### config.mk
export PLATFORM = sky130hd
export DESIGN_NAME = seq_mult_param
export DESIGN_NICKNAME = d
export VERILOG_FILES = /design/src/rtl/mult_pkg.sv /design/src/rtl/seq_mult_dp.sv /design/src/rtl/seq_mult_param.sv
export SDC_FILE = /design/constraint.sdc
export NUM_CORES = 1
export LEC_CHECK = 0
export CORE_MARGIN = 1
export CORE_UTILIZATION = 54
export CTS_BUF_LIST = sky130_fd_sc_hd__clkbuf_16
export DETAILED_ROUTE_END_ITERATION = 16
export GPL_TIMING_DRIVEN = 0
export PLACE_DENSITY = 0.86
export SETUP_SLACK_MARGIN = 0.2
export SKIP_CTS_REPAIR_TIMING = 1
export SLEW_MARGIN = 10
export SYNTH_ARGS = -nofsm -noshare
export SYNTH_HDL_FRONTEND = slang
export SYNTH_SLANG_ARGS = --single-unit
### constraint.sdc
create_clock -name clk -period 3.2 [get_ports clk]
set_clock_uncertainty 0.05 [all_clocks]
set_input_delay 0.48 -clock clk [delete_from_list [all_inputs] [get_ports clk]]
set_output_delay 0.48 -clock clk [all_outputs]
set_load 0.1 [all_outputs]
### src/rtl/mult_pkg.sv
// Shared types and constants for the sequential shift-add multiplier.
//   state_t       : controller state encoding
//   DEFAULT_WIDTH : default operand width
//   cnt_width()   : iteration-counter width for a given operand width
package mult_pkg;

  localparam int unsigned DEFAULT_WIDTH = 8;

  typedef enum logic [1:0] {
    S_idle  = 2'd0,
    S_add   = 2'd1,
    S_shift = 2'd2,
    S_done  = 2'd3
  } state_t;

  // Counter must hold the value WIDTH itself.
  function automatic int unsigned cnt_width(input int unsigned width);
    return $clog2(width + 1);
  endfunction

endpackage

### src/rtl/seq_mult_dp.sv
// Shift-add multiplier datapath: A/B/Q/P/sgn registers plus add/sub/shift.
// Ports:
//   clk, rstb                 : clock, synchronous active-low reset
//   load, add, shift, decr    : control strobes from the controller
//   signed_mode, multiplicand,
//   multiplier                : operands, captured on load
//   p                         : remaining-iteration counter
//   shift_prod_c              : {A,Q} as it will read after the next shift
module seq_mult_dp
  import mult_pkg::*;
#(
  parameter int unsigned WIDTH = DEFAULT_WIDTH
) (
  input  logic                            clk,
  input  logic                            rstb,
  input  logic                            load,
  input  logic                            add,
  input  logic                            shift,
  input  logic                            decr,
  input  logic                            signed_mode,
  input  logic [WIDTH-1:0]                multiplicand,
  input  logic [WIDTH-1:0]                multiplier,
  output logic [cnt_width(WIDTH)-1:0]     p,
  output logic [2*WIDTH-1:0]              shift_prod_c
);

  localparam int unsigned CNT_W = cnt_width(WIDTH);

  logic [WIDTH:0]   a;
  logic [WIDTH-1:0] b;
  logic [WIDTH-1:0] q;
  logic             sgn;

  logic [WIDTH:0]   b_ext;
  logic             last;
  logic             fill;

  // Zero- or sign-extend B into the (WIDTH+1)-bit accumulator width.
  assign b_ext = sgn ? {b[WIDTH-1], b} : {1'b0, b};

  // Multiplier MSB carries negative weight in signed mode.
  assign last = (p == CNT_W'(1));

  // Arithmetic shift in signed mode; unsigned shift consumes the carry bit.
  assign fill = sgn & a[WIDTH];

  // Low 2*WIDTH bits of ({A,Q} >> 1), used to capture the final product.
  assign shift_prod_c = {a, q[WIDTH-1:1]};

  // Operand/accumulator registers.
  always_ff @(posedge clk) begin
    if (!rstb) begin
      a   <= '0;
      b   <= '0;
      q   <= '0;
      sgn <= 1'b0;
      p   <= '0;
    end else if (load) begin
      a   <= '0;
      b   <= multiplicand;
      q   <= multiplier;
      sgn <= signed_mode;
      p   <= CNT_W'(WIDTH);
    end else begin
      if (shift) begin
        a <= {fill, a[WIDTH:1]};
        q <= {a[0], q[WIDTH-1:1]};
      end else if (add && q[0]) begin
        a <= (last && sgn) ? (a - b_ext) : (a + b_ext);
      end
      if (decr) begin
        p <= p - CNT_W'(1);
      end
    end
  end

endmodule

### src/rtl/seq_mult_param.sv
// Parametrised sequential shift-add multiplier (unsigned or two's complement).
// Ports:
//   clk, rstb     : clock, synchronous active-low reset
//   start         : request, accepted only while rdy=1
//   signed_mode   : 1 = operands are two's complement (sampled with start)
//   multiplicand  : operand B (sampled with start)
//   multiplier    : operand Q (sampled with start)
//   product       : 2*WIDTH result, held from done until the next result
//   rdy           : idle or done, able to accept start
//   busy          : add/shift iterations in progress
//   done          : one-cycle pulse, product valid
module seq_mult_param
  import mult_pkg::*;
#(
  parameter int unsigned WIDTH = DEFAULT_WIDTH
) (
  input  logic                 clk,
  input  logic                 rstb,
  input  logic                 start,
  input  logic                 signed_mode,
  input  logic [WIDTH-1:0]     multiplicand,
  input  logic [WIDTH-1:0]     multiplier,
  output logic [2*WIDTH-1:0]   product,
  output logic                 rdy,
  output logic                 busy,
  output logic                 done
);

  localparam int unsigned CNT_W = cnt_width(WIDTH);

  state_t             state;
  state_t             state_nxt;
  logic               load;
  logic               add;
  logic               shift;
  logic               decr;
  logic               capture;
  logic [CNT_W-1:0]   p;
  logic [2*WIDTH-1:0] shift_prod_c;

  seq_mult_dp #(
    .WIDTH (WIDTH)
  ) u_dp (
    .clk          (clk),
    .rstb         (rstb),
    .load         (load),
    .add          (add),
    .shift        (shift),
    .decr         (decr),
    .signed_mode  (signed_mode),
    .multiplicand (multiplicand),
    .multiplier   (multiplier),
    .p            (p),
    .shift_prod_c (shift_prod_c)
  );

  // Next-state and datapath strobes.
  always_comb begin
    state_nxt = state;
    load      = 1'b0;
    add       = 1'b0;
    shift     = 1'b0;
    decr      = 1'b0;
    capture   = 1'b0;
    case (state)
      S_idle: begin
        if (start) begin
          load      = 1'b1;
          state_nxt = S_add;
        end
      end
      S_add: begin
        add       = 1'b1;
        decr      = 1'b1;
        state_nxt = S_shift;
      end
      S_shift: begin
        shift = 1'b1;
        if (p == '0) begin
          capture   = 1'b1;
          state_nxt = S_done;
        end else begin
          state_nxt = S_add;
        end
      end
      S_done: begin
        if (start) begin
          load      = 1'b1;
          state_nxt = S_add;
        end else begin
          state_nxt = S_idle;
        end
      end
      default: state_nxt = S_idle;
    endcase
  end

  // State register and registered status/product outputs.
  // The product is loaded on the edge into S_done so it is valid alongside done.
  always_ff @(posedge clk) begin
    if (!rstb) begin
      state   <= S_idle;
      rdy     <= 1'b1;
      busy    <= 1'b0;
      done    <= 1'b0;
      product <= '0;
    end else begin
      state <= state_nxt;
      rdy   <= (state_nxt == S_idle) || (state_nxt == S_done);
      busy  <= (state_nxt == S_add) || (state_nxt == S_shift);
      done  <= (state_nxt == S_done);
      if (capture) begin
        product <= shift_prod_c;
      end
    end
  end

endmodule

* Word-level counts from Yosys, hierarchy flattened
Index checks and enable logic that the tools add are counted.
** Storage, ports and cells
- Flip-flop bits (word level) :: 51
- Input port bits :: 20
- Output and inout port bits :: 19
- Word-level logic and storage cells :: 53
** Operators by class
- $add $sub $neg :: 3
- Equality and inequality tests :: 7
- Multiplexer cells :: 18
- Bitwise logic cells :: 2
- Reductions and logical operators :: 12
** Operators with widths (count)
- 9-bit 2-to-1 mux :: 4
- 8-bit 2-to-1 mux :: 2
- 9-bit adder :: 1
- 9-bit subtractor :: 1
- 2-bit equality test, second input constant :: 4
- 4-bit 2-to-1 mux :: 2
- 2-bit case mux with 4 select lines :: 1
- 1-bit 2-to-1 mux :: 7
- 2-bit nonzero test :: 3
- 2-bit by 1-bit equality test with 1-bit output, second input constant :: 2
- 4-bit by 1-bit equality test with 1-bit output, second input constant :: 1
- 2-bit logical NOT :: 2
- 4-bit logical NOT :: 1
- 2-bit 2-to-1 mux :: 2
- 2-bit OR reduction :: 2
- 4-bit by 1-bit subtractor with 4-bit output, second input constant :: 1
- 1-bit logical AND :: 2
- 1-bit logical OR :: 2
- 1-bit AND :: 1
- 1-bit NOT :: 1

* Logic depth before layout (Yosys ltp)
Gate-level depths: netlist of run 1.
- Depth after elaboration :: 5
- Gate-level depth with buffers :: 14
- Depth with buffers taken out :: 12

* By module
Synthesis of run 1 repeated with hierarchy kept, for this count alone.
** Second synthesis, totals
- Cell total of the unflattened synthesis :: 322
- Area, all modules :: 2832.7 sq um
** By module, submodules not included
- seq_mult_dp :: instances 1, cells an instance 226, area an instance 1919.3 sq um, sequential area each 600.6 sq um
- seq_mult_param :: instances 1, cells an instance 96, area an instance 913.4 sq um, sequential area each 420.4 sq um

* Worst setup path before layout of run 1
No wires, ideal clock.
- Kind :: register to register
- From :: register u_dp.p[1]
- To :: register u_dp.a[8]
- Library setup time :: 0.095 ns
- Data arrival time :: 2.571 ns
- Required time :: 3.055 ns
- Setup slack :: 0.483 ns
- Cell stages (with the launch flop) :: 15
- Path buffers :: 2
- Period minus slack after synthesis :: 2.717 ns
- Cell sequence :: dfxtp_1 > inv_1 > ha_1 > and3_4 > buf_6 > a31oi_1 > xnor2_1 > ha_1 > clkbuf_2 > o211ai_1 > o21ai_0 > a21o_1 > a21oi_1 > or4_1 > o311ai_1
** On the way
- Word-level cells in the longest chain between the ends :: 5
** RTL lines
- start: declaration :: RTL line seq_mult_dp.sv:23 : output logic [cnt_width(WIDTH)-1:0] p,
- start signal: assignment :: RTL line seq_mult_dp.sv:63 : p <= CNT_W'(WIDTH);
- start signal: assignment :: RTL line seq_mult_dp.sv:72 : p <= p - CNT_W'(1);
- 4-bit by 1-bit equality test with 1-bit output :: RTL line seq_mult_dp.sv:42 : assign last = (p == CNT_W'(1));
- 1-bit logical AND :: RTL line seq_mult_dp.sv:69 : a <= (last && sgn) ? (a - b_ext) : (a + b_ext);
- 9-bit 2-to-1 mux :: RTL line seq_mult_dp.sv:69
- 9-bit 2-to-1 mux :: RTL line seq_mult_dp.sv:68 : end else if (add && q[0]) begin
- 9-bit 2-to-1 mux :: RTL line seq_mult_dp.sv:65 : if (shift) begin
- end signal: assignment :: RTL line seq_mult_dp.sv:66 : a <= {fill, a[WIDTH:1]};
- end signal: assignment :: RTL line seq_mult_dp.sv:69
- end: declaration :: RTL line seq_mult_dp.sv:29 : logic [WIDTH:0] a;
No other way between the ends. The select of a mux whose other input is x is not followed.
A chain may end at the register's enable or synchronous reset.

* Final worst setup path of run 1
Same ends and word-level chain as after synthesis.

==> impl_table.tex, run 1 <==
\begin{tabular}{lr}
\hline
Metric & Value \\
\hline
\multicolumn{2}{l}{\textbf{Run status}} \\
\quad Outcome & complete, no violations \\
\multicolumn{2}{l}{\textbf{Cells and area}} \\
\quad Leading cell types in the layout, fill and taps excluded & sky130\_fd\_sc\_hd\_\_nand2\_1 (67), sky130\_fd\_sc\_hd\_\_dfxtp\_1 (50), sky130\_fd\_sc\_hd\_\_clkdlybuf4s50\_1 (38) \\
\quad Most common cell after layout, fill and taps aside & sky130\_fd\_sc\_hd\_\_nand2\_1 \\
\quad Share of cells above drive strength 1 & 5.48\% \\
\quad Relative area change from synthesis to final layout & 24.5\% \\
\quad Ant diodes & 0 \\
\quad Number of nets in the layout & 402 \\
\multicolumn{2}{l}{\textbf{STA}} \\
\quad Actual slew at the worst max-slew pin & 0.971 ns \\
\quad Hold violation count in the final report & 0 \\
\quad Total Negative Setup Slacks & 0 ns \\
\quad Number of failing setup endpoints in the final timing report & 0 \\
\quad Worst hold slack & 0.410 ns \\
\quad Highest clock frequency the design can meet & 343 MHz \\
\quad RSZ-0062 raised after global routing & true \\
\quad Slew Viols, Final & 0 \\
\quad Slew HR & 35.1\% \\
\quad Clock period minus final worst setup slack & 2.92 ns \\
\quad Post-route clock period utilization & 91.1\% \\
\multicolumn{2}{l}{\textbf{Place}} \\
\quad GP Congestion & 0.913 \\
\quad Placed wire-length estimate & 4320 µm \\
\quad Count of buffers from port buffering & 38 \\
\multicolumn{2}{l}{\textbf{Setup path}} \\
\quad Worst-path cell chain & inv\_1 > ha\_1 > and3\_4 > buf\_6 > a31oi\_2 > xnor2\_1 > ha\_1 > clkbuf\_4 > o211ai\_1 > o21ai\_2 > a21o\_1 > a21oi\_1 > or4\_1 > o311ai\_1 \\
\quad Count of cells along the worst register-to-register path & 14 \\
\quad WP data required & 3.35 ns \\
\quad CP Class & register to register \\
\quad Crit path arrival time & 3.07 ns \\
\quad Critical R2R Capture & u\_dp.a[8] \\
\quad Critical Path Source Type & register \\
\quad Delay of the slowest critical-path stage & 0.47 ns \\
\quad FF-to-FF setup slack & 0.28 ns \\
\quad Worst setup startpoint & u\_dp.p[1] \\
\quad Worst flop-to-flop path startpoint & u\_dp.p[1] \\
\quad Kind of end point of the critical path & register \\
\quad Crit path max-delay family & compound AO/OA/AOI/OAI gates \\
\quad Dominant cell type by count on the critical path & sky130\_fd\_sc\_hd\_\_ha\_1 \\
\quad Crit path max-delay cell type & sky130\_fd\_sc\_hd\_\_or4\_1 \\
\quad CP bufs+invs & 3 \\
\quad CP Max Fanout & 9 \\
\multicolumn{2}{l}{\textbf{Logic synthesis}} \\
\quad Number of synthesized register bits & 51 \\
\quad Mean cell area of the mapped netlist & 8.48 µm² \\
\quad Biggest area contributors in the synthesized netlist & sky130\_fd\_sc\_hd\_\_dfxtp\_1 (38\%), sky130\_fd\_sc\_hd\_\_nand2\_1 (9.3\%), sky130\_fd\_sc\_hd\_\_ha\_1 (7.9\%) \\
\quad Fraction of registers with async set/reset & 0\% \\
\quad Post-synth net total & 356 \\
\quad Warnings, synthesis & 0 \\
\quad Share of the synthesized area in the top cell type & 37.9\% \\
\quad Count of flip-flops with a built-in enable after synthesis & 0 \\
\quad Cell count after synthesis & 318 \\
\quad Post-synthesis cell type count & 42 \\
\quad Top flip-flop cell by instance count after synthesis & sky130\_fd\_sc\_hd\_\_dfxtp\_1 \\
\quad Synth area leader & sky130\_fd\_sc\_hd\_\_dfxtp\_1 \\
\quad Sequential area share after synthesis & 37.9\% \\
\quad Synthesized cell area & 2700 µm² \\
\multicolumn{2}{l}{\textbf{Floorplan}} \\
\quad Die area & 5280 µm² \\
\quad Core region area & 4750 µm² \\
\quad Cell row count & 25 \\
\quad Count of boundary I/O pins & 39 \\
\quad Die Y-Extent & 72.7 µm \\
\quad Die span in x & 72.7 µm \\
\quad Initial standard-cell utilization of the core & 56.7\% \\
\multicolumn{2}{l}{\textbf{Routing}} \\
\quad Post-route antenna net violation count & 0 \\
\quad Total Routed Length & 6070 µm \\
\quad Avg Vias per Cell & 5.49 \\
\quad Via total after detailed routing & 2373 \\
\quad Count of unresolved DRC violations after routing & 0 \\
\quad 1st-pass router iterations & 4 \\
\quad Detail-routed net length per standard cell & 14.0 µm \\
\quad Starting DRT DRC Count & 141 \\
\multicolumn{2}{l}{\textbf{Worst hold path}} \\
\quad Hold Crit Depth & 2 \\
\quad Type of the worst min-delay path & register to register \\
\quad Hold wc startpoint & product[8] \\
\quad Hold Path Sink & product[8] \\
\multicolumn{2}{l}{\textbf{CTS}} \\
\quad Clock buffer count from CTS & 5 \\
\quad Clock-pin transition on the worst setup and hold timing paths & 0.07 ns \\
\quad Source-to-sink clock delay at the later pin of the worst-skew pair & 0.29 ns \\
\quad H-Tree Level Count & 2 \\
\quad Clock tree root buffer cell & sky130\_fd\_sc\_hd\_\_clkbuf\_16 \\
\quad Number of buffers between clock root and the deepest sink & 2 \\
\quad CTS sink count & 51 \\
\quad Clock tree from TritonCTS & done \\
\multicolumn{2}{l}{\textbf{GRT}} \\
\quad Maximum number of pins on one net before global-route repair & 16 \\
\quad Global-route wire length before repair & 10100 µm \\
\quad Total congestion overflow & 0 \\
\quad Total routing usage reported by global routing & 24.6\% \\
\quad Via count of the first global-routing pass & 2227 \\
\quad Initial antenna violation count & 0 \\
\multicolumn{2}{l}{\textbf{Power and ir drop}} \\
\quad Overall power & 2.56 mW \\
\quad Power density over the cells & 762 nW/µm² \\
\quad Maximum VDD drop & 0.425 mV \\
\quad Leak Pwr & 1.31 nW \\
\multicolumn{2}{l}{\textbf{Job}} \\
\quad Number of maximum-capacitance constraint violations & 0 \\
\hline
\end{tabular}
==> how the worst max path moves through the flow <==
| stage | to | slack [ns] | depth (start not counted) |
|---|---|---|---|
| floorplan | u_dp.a[8] | 0.48 | 14 |
| global placement | u_dp.a[8] | 0.31 | 14 |
| detailed placement | u_dp.a[8] | 0.21 | 14 |
| CTS | u_dp.a[8] | 0.15 | 14 |
| global route | u_dp.a[8] | 0.14 | 14 |
| finish | u_dp.a[8] | 0.28 | 14 |
==> Yosys cell counts, types with 2 or more instances <==
cell type                   number
sky130_fd_sc_hd__o2111ai_1       2
sky130_fd_sc_hd__o211a_1        10
sky130_fd_sc_hd__nand2b_1        2
sky130_fd_sc_hd__nor2_1         21
sky130_fd_sc_hd__nand3_1         2
sky130_fd_sc_hd__inv_1          13
sky130_fd_sc_hd__o21a_1          4
sky130_fd_sc_hd__mux2i_1        10
sky130_fd_sc_hd__and2_1          6
sky130_fd_sc_hd__nor2b_1         2
sky130_fd_sc_hd__ha_1           17
sky130_fd_sc_hd__a31oi_1         2
sky130_fd_sc_hd__buf_1           3
sky130_fd_sc_hd__a21o_1          3
sky130_fd_sc_hd__a21oi_1        11
sky130_fd_sc_hd__nand2_1        67
sky130_fd_sc_hd__a211oi_1        5
sky130_fd_sc_hd__o211ai_1        3
sky130_fd_sc_hd__nor3_1          8
sky130_fd_sc_hd__clkbuf_1       12
sky130_fd_sc_hd__xnor2_1        11
sky130_fd_sc_hd__dfxtp_1        51
sky130_fd_sc_hd__o21ai_0         8
sky130_fd_sc_hd__a2111oi_0       2
sky130_fd_sc_hd__a21boi_0       26
==> logic make-up (layout without fill, tap and decap cells) <==
family / after synthesis / in the layout / synth area share [%]
XOR/XNOR: 12 / 12 / 3.90
adder cells (fa/ha/maj): 18 / 18 / 8.63
AO/OA/AOI/OAI: 80 / 80 / 21.9
buffers and inverters: 30 / 77 / 4.50
flip-flops: 51 / 51 / 37.9
AND/OR/NAND/NOR: 117 / 117 / 19.4
multiplexers: 10 / 10 / 3.71
==> power by group <==
group	switching (mW)	internal (mW)	leakage (nW)
Sequential	0.0887	0.732	0.417
Combinational	0.679	0.462	0.813
Clock	0.232	0.365	0.0812
Total	1.00	1.56	1.31
==> routing by layer <==
layer | up-vias | GRT usage (%) | wire length, µm
li1 | 1189 | - | -
met2 | 55 | 42.8 | 3020
met1 | 1115 | 30.2 | 2700
met3 | 14 | 3.31 | 201
met4 | 0 | 10.9 | 153
met5 | - | 0 | 0
==> worst reg2reg max path, cell delays in order (launching register included) <==
cell and delay, ns:
sky130_fd_sc_hd__dfxtp_2 0.34, sky130_fd_sc_hd__inv_1 0.07, sky130_fd_sc_hd__ha_1 0.18, sky130_fd_sc_hd__and3_4 0.16, sky130_fd_sc_hd__buf_6 0.14, sky130_fd_sc_hd__a31oi_2 0.17, sky130_fd_sc_hd__xnor2_1 0.09, sky130_fd_sc_hd__ha_1 0.31
sky130_fd_sc_hd__clkbuf_4 0.19, sky130_fd_sc_hd__o211ai_1 0.13, sky130_fd_sc_hd__o21ai_2 0.21, sky130_fd_sc_hd__a21o_1 0.13, sky130_fd_sc_hd__a21oi_1 0.07, sky130_fd_sc_hd__or4_1 0.47, sky130_fd_sc_hd__o311ai_1 0.10
==> flip-flops by register name, indices dropped and copies added, names as in the netlist <==
signal    count
u_dp.b        8
product      16
rdy           1
u_dp.a        9
u_dp.q        8
state         2
done          1
busy          1
u_dp.p        4
u_dp.sgn      1
==> cell type report <==
type / instances / area, µm²
plain buffers: 17 / 75.1
multi-input cells: 237 / 1580
well taps: 67 / 83.8
inverters: 13 / 48.8
clock inverters: 3 / 38.8
flip-flops and latches: 51 / 1020
repair buffers: 39 / 388
clock buffers: 5 / 125
fillers: 406 / 1400
==> metrics by stage <==
step	cells	utilization (%)	worst slack (ns)	area [µm²]
global placement	423	66.5	0.309	3160
detailed placement	423	66.5	0.211	3160
finish	432	70.6	0.283	3360
global route	432	70.6	0.137	3360
floorplan	318	-	0.483	2700
CTS	431	69.9	0.146	3320
Note: power is estimated with default switching activity, not from simulation.
==> inputs of run 2 (changes only) <==
- PLACE_DENSITY: 0.86 -> 0.84
==> run 2 against run 1 <==
Compared with the run above:
- via count down 0.63%
- register-to-register slack better by 0.02 ns
- final cell count down 0.46%
- wire length down 4.5%
- highest routed layer unchanged
==> impl_table.tex, run 2 (same netlist as run 1, synthesis figures left out) <==
\begin{tabular}{lr}
\hline
Metric & Value \\
\hline
\multicolumn{2}{l}{\textbf{GRT}} \\
\quad Via count of the first global-routing pass & 2174 (-2.4\%) \\
\quad Maximum number of pins on one net before global-route repair & 16 (unchanged) \\
\quad Total routing usage reported by global routing & 23.6\% (-0.96 points) \\
\quad Global-route wire length before repair & 9690 µm (-3.6\%) \\
\quad Total congestion overflow & 0 (unchanged) \\
\quad Initial antenna violation count & 0 (unchanged) \\
\multicolumn{2}{l}{\textbf{Place}} \\
\quad Count of buffers from port buffering & 38 (unchanged) \\
\quad Placed insts & 423 (unchanged) \\
\quad Placed wire-length estimate & 4160 µm (-3.6\%) \\
\quad Placement-stage cell area & 3160 µm² (unchanged) \\
\quad GP Congestion & 0.823 (-9.9\%) \\
\multicolumn{2}{l}{\textbf{STA}} \\
\quad Number of failing setup endpoints in the final timing report & 0 (unchanged) \\
\quad Slew HR & 32.0\% (-3.1 points) \\
\quad Total Negative Setup Slacks & 0 ns (unchanged) \\
\quad RSZ-0062 raised after global routing & false \\
\quad Actual slew at the worst max-slew pin & 1.02 ns (+0.0465 ns) \\
\quad Hold violation count in the final report & 0 (unchanged) \\
\quad Highest clock frequency the design can meet & 345 MHz (+0.60\%) \\
\quad Post-route clock period utilization & 90.6\% (-0.54 points) \\
\quad Slew Viols, Final & 0 (unchanged) \\
\quad Clock period minus final worst setup slack & 2.90 ns (-0.0174 ns) \\
\multicolumn{2}{l}{\textbf{Setup path}} \\
\quad CP Depth & 14 (unchanged) \\
\quad Kind of end point of the critical path & register \\
\quad CP Class & register to register \\
\quad Crit path arrival time & 3.05 ns (-0.02 ns) \\
\quad Crit path max-delay cell type & sky130\_fd\_sc\_hd\_\_or4\_1 \\
\quad Worst setup startpoint & u\_dp.p[1] \\
\quad WP data required & 3.35 ns (about the same) \\
\quad Dominant cell type by count on the critical path & sky130\_fd\_sc\_hd\_\_ha\_1 \\
\quad Critical Path Source Type & register \\
\quad Crit path max-delay family & compound AO/OA/AOI/OAI gates \\
\quad Count of cells along the worst register-to-register path & 14 (unchanged) \\
\quad Critical R2R Capture & u\_dp.a[8] \\
\quad FF-to-FF setup slack & 0.30 ns (+0.02 ns) \\
\quad Worst flop-to-flop path startpoint & u\_dp.p[1] \\
\quad Worst-path cell chain & inv\_1 > ha\_1 > and3\_4 > buf\_6 > a31oi\_1 > xnor2\_1 > ha\_1 > clkbuf\_2 > o211ai\_1 > o21ai\_2 > a21o\_1 > a21oi\_1 > or4\_1 > o311ai\_1 \\
\quad Capturing element of the worst setup path & u\_dp.a[8] \\
\quad CP bufs+invs & 3 (unchanged) \\
\quad Delay of the slowest critical-path stage & 0.48 ns (about the same) \\
\quad CP Max Fanout & 9 (unchanged) \\
\multicolumn{2}{l}{\textbf{CTS}} \\
\quad Clock tree root buffer cell & sky130\_fd\_sc\_hd\_\_clkbuf\_16 \\
\quad Number of buffers between clock root and the deepest sink & 2 (unchanged) \\
\quad Clock-pin transition on the worst setup and hold timing paths & 0.07 ns (about the same) \\
\quad CTS sink count & 51 (unchanged) \\
\quad Clock tree from TritonCTS & done \\
\quad Source-to-sink clock delay at the later pin of the worst-skew pair & 0.29 ns (about the same) \\
\quad Clock buffer count from CTS & 5 (unchanged) \\
\quad H-Tree Level Count & 2 (unchanged) \\
\multicolumn{2}{l}{\textbf{Routing}} \\
\quad Detail-routed net length per standard cell & 13.5 µm (-4.1\%) \\
\quad Count of unresolved DRC violations after routing & 0 (unchanged) \\
\quad Via total after detailed routing & 2358 (-0.63\%) \\
\quad 1st-pass router iterations & 4 (unchanged) \\
\quad Avg Vias per Cell & 5.48 (-0.17\%) \\
\quad Post-route antenna net violation count & 0 (unchanged) \\
\quad Total Routed Length & 5790 µm (-4.5\%) \\
\quad Starting DRT DRC Count & 119 (-16\%) \\
\multicolumn{2}{l}{\textbf{Power and ir drop}} \\
\quad Power density over the cells & 752 nW/µm² (-1.3\%) \\
\quad Maximum VDD drop & 0.525 mV (+23\%) \\
\quad Overall power & 2.51 mW (-1.9\%) \\
\quad Leak Pwr & 1.30 nW (-0.93\%) \\
\multicolumn{2}{l}{\textbf{Cells and area}} \\
\quad Most common cell after layout, fill and taps aside & sky130\_fd\_sc\_hd\_\_nand2\_1 \\
\quad Area occupied by registers & 1020 µm² (-0.12\%) \\
\quad Number of nets in the layout & 401 (-0.25\%) \\
\quad Final cell area excluding filler cells & 3340 µm² (-0.63\%) \\
\quad Largest register FFs & 16 (unchanged) \\
\quad Registers with the highest flip-flop counts & product: 16 flops, u\_dp.a: 9 flops \\
\quad Final cell count without fillers & 430 (-0.46\%) \\
\quad Leading cell types in the layout, fill and taps excluded & sky130\_fd\_sc\_hd\_\_nand2\_1 (67), sky130\_fd\_sc\_hd\_\_dfxtp\_1 (51), sky130\_fd\_sc\_hd\_\_clkdlybuf4s50\_1 (38) \\
\quad Share of cells above drive strength 1 & 4.96\% (-0.52 points) \\
\quad Most flop-heavy register & product \\
\quad Count of fill cells added during filler insertion & 382 (-5.9\%) \\
\quad Ant diodes & 0 (unchanged) \\
\quad Footprint of the multi-input gates & 1570 µm² (-0.56\%) \\
\quad Relative area change from synthesis to final layout & 23.8\% \\
\multicolumn{2}{l}{\textbf{Job}} \\
\quad Number of maximum-capacitance constraint violations & 0 (unchanged) \\
\multicolumn{2}{l}{\textbf{Floorplan}} \\
\quad Die Y-Extent & 72.7 µm (unchanged) \\
\quad Count of boundary I/O pins & 39 (unchanged) \\
\quad Core region area & 4750 µm² (unchanged) \\
\quad Die area & 5280 µm² (unchanged) \\
\quad Die span in x & 72.7 µm (unchanged) \\
\quad Cell row count & 25 (unchanged) \\
\quad Initial standard-cell utilization of the core & 56.7\% (unchanged) \\
\multicolumn{2}{l}{\textbf{Run status}} \\
\quad Outcome & complete, no violations \\
\multicolumn{2}{l}{\textbf{Worst hold path}} \\
\quad Type of the worst min-delay path & register to register \\
\hline
\end{tabular}
==> run 2: cell types whose count changed in the layout (fill, tap and decap cells not counted), sizes merged <==
cell      delta
clkinv       -2
buf          -1
clkinvlp     +1
==> run 2: where the power goes <==
part	internal, mW	switching (mW)
Clock	0.364	0.228
Sequential	0.731	0.0886
Combinational	0.440	0.657
==> run 2: tightest hold or removal path: cells and delay by family (launching register included) <==
family | cells | cell delay [ns]
compound gates | 1 | 0.06
flops | 1 | 0.31
simple gates | 1 | 0.04
==> run 2: cell type report <==
type                    instances  share of cell area (%)
inverters                      13                    1.46
clock inverters                 2                    1.12
repair buffers                 38                    11.4
multi-input cells             237                    47.0
plain buffers                  17                    2.17
clock buffers                   5                    3.75
well taps                      67                    2.51
flip-flops and latches         51                    30.6
==> run 2: layer usage <==
metal | wire length, µm | track usage (%) | up-vias
met5 | 0 | 0 | -
met3 | 155 | 4.56 | 14
met1 | 2660 | 29.2 | 1119
li1 | - | - | 1182
met4 | 139 | 9.59 | 0
met2 | 2840 | 40.3 | 43
==> run 2: how the worst min path moves through the flow <==
stage | end | depth (start not counted) | start
finish | product[4] | 2 | product[4]
global route | product[9] | 2 | product[9]
CTS | product[4] | 2 | product[4]
detailed placement | product[4] | 2 | product[4]
global placement | product[9] | 2 | product[9]
floorplan | product[5] | 2 | u_dp.q[6]
==> run 2: metrics by stage <==
stage / hold WS, ns / util (%) / worst slack, ns
after floorplan: 0.403 / - / 0.483
after global placement: 0.404 / 66.5 / 0.277
after detailed placement: 0.406 / 66.5 / 0.225
after CTS: 0.415 / 69.9 / 0.205
after global routing: 0.437 / 70.2 / 0.167
final: 0.410 / 70.2 / 0.301
==> RTL change (settings of run 1) <==
`DEFAULT_WIDTH`: 8 -> 10.
--- a/src/rtl/mult_pkg.sv
+++ b/src/rtl/mult_pkg.sv
@@ -4,7 +4,7 @@
 //   cnt_width()   : iteration-counter width for a given operand width
 package mult_pkg;
 
-  localparam int unsigned DEFAULT_WIDTH = 8;
+  localparam int unsigned DEFAULT_WIDTH = 10;
 
   typedef enum logic [1:0] {
     S_idle  = 2'd0,
Interface: changed (resized multiplicand, multiplier and product); port bits go from 39 to 47. The function was not compared with the original's and may differ.
==> RTL change against run 1 <==
Power grew 55%. Worst setup slack better by 0.13 ns. Synthesized area is 19% higher. Hold slack improved by 0.0020 ns. Sequential cell count rose by 10. Cell count grew 19%. Cell area is 21% higher. Routed wire length increased by 23%. Critical path type unchanged. Critical endpoint is now u_dp.a[9]. Largest cell class unchanged. Largest power group unchanged.
==> RTL change: results (changes against run 1) <==
largest registers product x20, u_dp.a x11; area of the multi-input gates 1860 µm² (+18%); GP Congestion 0.943 (+3.3%); FF/Latch Area 1220 µm² (+19%); status finished clean; multiplexer area fraction after synthesis 0.0312 (-0.00595); Reg clk slew, reported paths 0.05 ns (-0.02 ns); Slew HR 0.352 (+0.000723); HPWL after DPL 5.40 mm (+25%); Routed WL per cell 14.5 µm (+3.0%); final worst-path setup slack 0.412 ns (+0.129 ns); Commonest cells post-synth nand2_1 (84), dfxtp_1 (61), a21boi_0 (33), a21oi_1 (21); buffering overhead 0.137 (-0.000496); routing usage on met1 0.324 (+0.0225); grt met2 use 0.430 (+0.00234); Internal 2.31 mW (+48%); synthesized-area fraction occupied by adder cells 0.0803 (-0.00603); dpl cell area 3760 µm² (+19%); first-pass GRT wire length 12.4 mm (+24%); met2 wire length 3.56 mm (+18%); critical path data arrival time 2.94 ns (-0.13 ns); Post-Synth XOR/XNOR Area 0.0436 (+0.00467); share of layout cells above drive strength 1 0.0541 (-0.000740); Placed Cells 501 (+18%); Signal buffers 67 (+20%); via count 2893 (+22%); H-tree depth 3 (+1); grt met3 use 0.0690 (+0.0358); Crit-path slowest cell dfxtp_1; Worst Hold End product[11]; Clk Latency, worst-skew pair 0.32 ns (+0.03 ns); HP Start product[11]; Critical Path Sink u_dp.a[9]
-- RTL change: cell count changes after synthesis, moves of 5 or more --
cell and change:
nand2_1 +17, dfxtp_1 +10, a21boi_0 +7, o21ai_0 +6
nor3_1 -5, nand3_1 +5, a21oi_1 +10
-- RTL change: power groups by stage --
stage / registers (mW) / clock network (mW) / logic (mW)
3_5_place_dp: 1.10 / 0 / 1.91
3_3_place_gp: 1.09 / 0 / 1.85
4_1_cts: 1.08 / 0.920 / 1.94
5_1_grt: 1.11 / 0.957 / 2.21
6_report: 1.09 / 0.910 / 1.98
2_1_floorplan: 1.24 / 0 / 1.35
-- RTL change: stage by stage --
stage | hold slack, ns | total power, mW
after detailed placement | 0.408 | 3.01
after global routing | 0.438 | 4.28
after global placement | 0.401 | 2.94
after CTS | 0.415 | 3.94
final | 0.412 | 3.98
after floorplan | 0.403 | 2.59
